**config.mk**
```make
export PLATFORM = sky130hd
export DESIGN_NAME = ff_bank_flat
export DESIGN_NICKNAME = d
export VERILOG_FILES = /design/src/rtl/ff_bank_if.sv /design/src/rtl/ff_bank.sv /design/src/flat_wrapper.sv
export SDC_FILE = /design/constraint.sdc
export NUM_CORES = 1
export LEC_CHECK = 0
export ABC_AREA = 1
export CAP_MARGIN = 15
export CORE_ASPECT_RATIO = 1.2
export CORE_MARGIN = 10
export CORE_UTILIZATION = 36
export CTS_CLUSTER_SIZE = 12
export DETAILED_ROUTE_END_ITERATION = 6
export HOLD_SLACK_MARGIN = 0.02
export PLACE_DENSITY_LB_ADDON = 0.15
export SETUP_SLACK_MARGIN = 0.5
export SLEW_MARGIN = 0
export SYNTH_ARGS = -nofsm -noshare
export SYNTH_HDL_FRONTEND = slang
export SYNTH_SLANG_ARGS = --single-unit
```
**constraint.sdc**
```tcl
create_clock -name clk -period 0.9 [get_ports clk]
set_clock_uncertainty 0.1 [all_clocks]
set_input_delay 0.27 -clock clk [delete_from_list [all_inputs] [get_ports clk]]
set_output_delay 0.27 -clock clk [all_outputs]
set_load 0.03 [all_outputs]
```
**src/rtl/ff_bank_if.sv**
```systemverilog
// Handshake bundle for ff_bank: control/data inputs driven by the master,
// flip-flop state and SR-violation status returned by the slave (the bank).
interface ff_bank_if #(
    parameter int unsigned WIDTH = 8,
    parameter int unsigned CNT_W = 8
);
    logic             en;
    logic [1:0]       mode;
    logic [WIDTH-1:0] a;
    logic [WIDTH-1:0] b;
    logic             clr_err;
    logic [WIDTH-1:0] q;
    logic [WIDTH-1:0] qn;
    logic [WIDTH-1:0] sr_err;
    logic [CNT_W-1:0] err_cnt;

    modport master (
        output en, mode, a, b, clr_err,
        input  q, qn, sr_err, err_cnt
    );

    modport slave (
        input  en, mode, a, b, clr_err,
        output q, qn, sr_err, err_cnt
    );
endinterface

```
**src/rtl/ff_bank.sv**
```systemverilog
// Bank of WIDTH multi-mode (D/T/SR/JK) flip-flops with sticky SR-violation flags.
// Define FF_BANK_SR_CNT_EN to build the saturating violation-cycle counter on err_cnt.
module ff_bank #(
    parameter int unsigned      WIDTH     = 8,
    parameter logic [WIDTH-1:0] RESET_VAL = {WIDTH{1'b0}},
    parameter int unsigned      CNT_W     = 8
) (
    input  logic     clk,
    input  logic     rst,
    ff_bank_if.slave bus
);

    typedef enum logic [1:0] {
        MODE_D  = 2'b00,
        MODE_T  = 2'b01,
        MODE_SR = 2'b10,
        MODE_JK = 2'b11
    } mode_e;

    mode_e            mode;
    logic [WIDTH-1:0] q_q, q_d;
    logic [WIDTH-1:0] err_q, err_d;
    logic [WIDTH-1:0] viol;

    assign mode = mode_e'(bus.mode);

    // NOTE: every always_comb output gets a default first so no path leaves it unassigned (no latch).
    always_comb begin
        q_d  = q_q;
        viol = '0;
        if (bus.en) begin
            unique case (mode)
                MODE_D:  q_d = bus.a;
                MODE_T:  q_d = q_q ^ bus.a;
                MODE_SR: begin
                    // S=R=1 falls through both terms and holds.
                    q_d  = (q_q | (bus.a & ~bus.b)) & ~(bus.b & ~bus.a);
                    viol = bus.a & bus.b;
                end
                MODE_JK: q_d = (bus.a & ~q_q) | (~bus.b & q_q);
                default: q_d = q_q;
            endcase
        end
        // A violation in the clearing cycle still sets its flag.
        err_d = (bus.clr_err ? '0 : err_q) | viol;
    end

    // NOTE: sequential state uses non-blocking assignments so every register samples pre-edge values.
    always_ff @(posedge clk or posedge rst) begin
        if (rst) begin
            q_q   <= RESET_VAL;
            err_q <= '0;
        end else begin
            q_q   <= q_d;
            err_q <= err_d;
        end
    end

    assign bus.q      = q_q;
    assign bus.qn     = ~q_q;
    assign bus.sr_err = err_q;

`ifdef FF_BANK_SR_CNT_EN
    logic [CNT_W-1:0] cnt_q, cnt_d;

    // Counts cycles, not bits; clear-then-increment gives 1 on a clr_err+violation cycle.
    always_comb begin
        cnt_d = bus.clr_err ? '0 : cnt_q;
        if ((|viol) && !(&cnt_d)) begin
            cnt_d = cnt_d + 1'b1;
        end
    end

    always_ff @(posedge clk or posedge rst) begin
        if (rst) begin
            cnt_q <= '0;
        end else begin
            cnt_q <= cnt_d;
        end
    end

    assign bus.err_cnt = cnt_q;
`else
    assign bus.err_cnt = '0;
`endif

endmodule

```
**src/flat_wrapper.sv**
```systemverilog
// flat-port wrapper written by rule: the top's interface ports become plain ports
module ff_bank_flat 
#(
    parameter int unsigned      WIDTH     = 8,
    parameter logic [WIDTH-1:0] RESET_VAL = {WIDTH{1'b0}},
    parameter int unsigned      CNT_W     = 8
)
  (clk, rst, bus_en, bus_mode, bus_a, bus_b, bus_clr_err, bus_q, bus_qn, bus_sr_err, bus_err_cnt);
  ff_bank_if #(.WIDTH(WIDTH), .CNT_W(CNT_W)) bus_i ();
  input  logic clk;
  input  logic rst;
  input wire logic [$bits(bus_i.en)-1:0] bus_en;
  input wire logic [$bits(bus_i.mode)-1:0] bus_mode;
  input wire logic [$bits(bus_i.a)-1:0] bus_a;
  input wire logic [$bits(bus_i.b)-1:0] bus_b;
  input wire logic [$bits(bus_i.clr_err)-1:0] bus_clr_err;
  output wire logic [$bits(bus_i.q)-1:0] bus_q;
  output wire logic [$bits(bus_i.qn)-1:0] bus_qn;
  output wire logic [$bits(bus_i.sr_err)-1:0] bus_sr_err;
  output wire logic [$bits(bus_i.err_cnt)-1:0] bus_err_cnt;
  assign bus_i.en = bus_en;
  assign bus_i.mode = bus_mode;
  assign bus_i.a = bus_a;
  assign bus_i.b = bus_b;
  assign bus_i.clr_err = bus_clr_err;
  assign bus_q = bus_i.q;
  assign bus_qn = bus_i.qn;
  assign bus_sr_err = bus_i.sr_err;
  assign bus_err_cnt = bus_i.err_cnt;
  ff_bank #(.WIDTH(WIDTH), .RESET_VAL(RESET_VAL), .CNT_W(CNT_W)) u_core (.clk(clk), .rst(rst), .bus(bus_i));
endmodule
```
==> flow_summary.toml <==
[clocking]
cts_tree = "done"
htree_levels = 1
worstSkewPairLatency_ns = 0.30
numCtsBuffers = 3
clk_pin_slew_ns = 0.11
cts-hold-fix-buffers = 0
clock_sinks = 16
clockBufferDepth = 2
root_buffer = "clkbuf_4"

[worst_setup_path]
path_cells = "clkinvlp_4 > buf_6"
path_buf_inv = 2
max_stage_delay_ns = 0.42
cp_data_required_time_ns = 0.53
path_max_fanout = 3
crit_arrival_ns = 0.97
critPathKind = "flip-flop to output pin"
critPathLaunchType = "flip-flop"
slowest_stage = "dfrtp_2"
crit_family = "flip-flops"
endpoint_kind = "output pin"

[yosys]
synth_area_sq_um = 1107
yosysTopAreaCellShare_pct = 36.16
synth_cell_types = 20
ys_seq_area_share_pct = 36.16
synthCells = 172
synthTopCellsByArea = "dfrtp_1 36%, nand2_1 28%, inv_1 5.8%, buf_4 5.4%, nand3_1 5.0%"
ys_seq_elements = 16
syn_area_per_cell_sq_um = 6.438
yosysWarnings = 0
synth_top_cell_by_area = "dfrtp_1"

[floorplanning]
chipWidth_microns = 70.63
fp-row-count = 22
die_h_microns = 80.76
core_region_area_sq_um = 3000
dieArea_sq_um = 5704
io_pins = 54
start_util_pct = 36.91

[timing]
setup_viol = 36
drv_slew = 0
fin_crit_sh_pct = 148.4
worst_slack_ns = -0.4354
hold_viol = 0
timing.fmax_mhz = 748.9
rsz0062_at_grt = "true"
final.min_clock_period_ns = 1.335
final.setup.tns_ns = -11.64

[layout]
multi_input_area_sq_um = 714.4
seqCellArea_sq_um = 420.4
layout_common_cells = "63 x nand2_1, 40 x buf_6, 22 x buf_4"
layout_commonest_cell = "nand2_1"
area_growth_pct = 104.7
antenna_cells = 0
stdcell_area_sq_um = 2267
fin_nets = 281
nFillCells = 217
layout-drive-gt1-share_pct = 54.09

[global_routing]
grt_use_met3_pct = 4.268
grt_pass1_vias = 1489
overflow = 0
grt_use_total_pct = 14.70
groute.layer.met2.usage_pct = 27.34
grt_max_degree = 15
met1_usage_pct = 15.26
grt_pass1_wl_microns = 6934
busiest_layer = "met2"
antenna_found_initial = 0

[power_and_ir_drop]
power-per-cell-area_nw_per_um2 = 1274
ir_worst_vdd_v = 0.0008996
power_mw = 2.889
leakage_nw = 1.137

[run]
max_cap_viol_count = 0

[detailed_routing]
wl_per_cell_microns = 15.10
dr.pass1.iters = 4
ant_nets = 0
vias_per_cell = 5.003
routed_wl_microns = 4423
drtIter0Drc = 85
post-route-drc-count = 0
vias = 1466

[outcome]
failed_checks = "negative setup slack"
status = "finished with violations"

[placement]
port_buffers = 45
place_congestion = 0.8136
placed_cell_area_sq_um = 1770
hpwl_microns = 2960

[hold_path]
min_path_type = "input pin to async pin"
worst min-delay path, delay by kind of cell:
| kind | cells | cell delay, ns |
|---|---|---|
| buffers and inverters | 3 | 0.54 |
worst paths after layout:
kind	from	slack (ns)	cells past startpoint	end
worst max-delay path	u_core.bus.q[2]$_DFFE_PP0P_	-0.44	2	bus_qn[2]
worst min-delay path	rst	0.07	3	u_core.bus.sr_err[3]$_DFF_PP0_
worst max register to register	u_core.bus.q[2]$_DFFE_PP0P_	-0.39	8	u_core.bus.q[2]$_DFFE_PP0P_
worst min register to register	u_core.bus.sr_err[1]$_DFF_PP0_	0.47	2	u_core.bus.sr_err[1]$_DFF_PP0_
max in group asynchronous	rst	0.52	3	u_core.bus.sr_err[4]$_DFF_PP0_
min in group clk	bus_b[1]	0.22	3	u_core.bus.sr_err[1]$_DFF_PP0_
logic make-up after synthesis:
kind of cell           count (synthesis)  share of synthesized area, %
other                                  1                        0.3387
AND/OR/NAND/NOR                      106                         40.11
AO/OA/AOI/OAI                         14                         7.231
buffers and inverters                 35                         16.16
flip-flops                            16                         36.16
state kept, by name (all words and copies together), names as in the netlist:
name               cells
u_core.bus.q           8
u_core.bus.sr_err      8
final cells by class:
class                      count  area share, %
multi-input combinational    128          31.51
inverter                      22          5.574
clock buffer                   3         0.9934
tap                           36          1.987
sequential                    16          18.54
timing repair buffer          88          41.39
metal layers:
| metal | vias to the layer above | routed length [microns] |
|---|---|---|
| met5 | - | 0 |
| met4 | 0 | 88 |
| met3 | 11 | 335 |
| met2 | 64 | 2454 |
| met1 | 695 | 1545 |
| li1 | 696 | - |
synthesized netlist by cell type (all sizes together):
cell,n
nand2,84
buf,13
clkinv,2
dfrtp,16
nand4,6
inv,20
nand3,11
conb,1
nor2,5
o22ai,8
a21oi,3
o21ai,3
per-stage QoR:
stage	instances	utilization, %	worst slack [ns]	hold slack, ns
detailed placement	270	59.01	-0.7785	0.4342
CTS	290	71.52	-0.4345	0.07990
global placement	270	59.01	-0.7131	0.4277
finish	293	75.56	-0.4354	0.07055
global route	293	75.56	-0.4546	0.08191
floorplan	179	-	-0.1816	-0.002668
power by group:
group | switching [mW] | internal, mW
Clock | 0.267 | 0.156
Sequential | 0.110 | 0.800
Combinational | 0.808 | 0.747
Total | 1.19 | 1.70
repair_timing:
action | in CTS | in global routing
cloned | 2 | 0
pin swaps | 5 | 13
resized for setup | 80 | 30
setup buffers | 15 | 3
endpoints found under the setup margin | 56 | 40
Power figures use the tool's default switching activity.
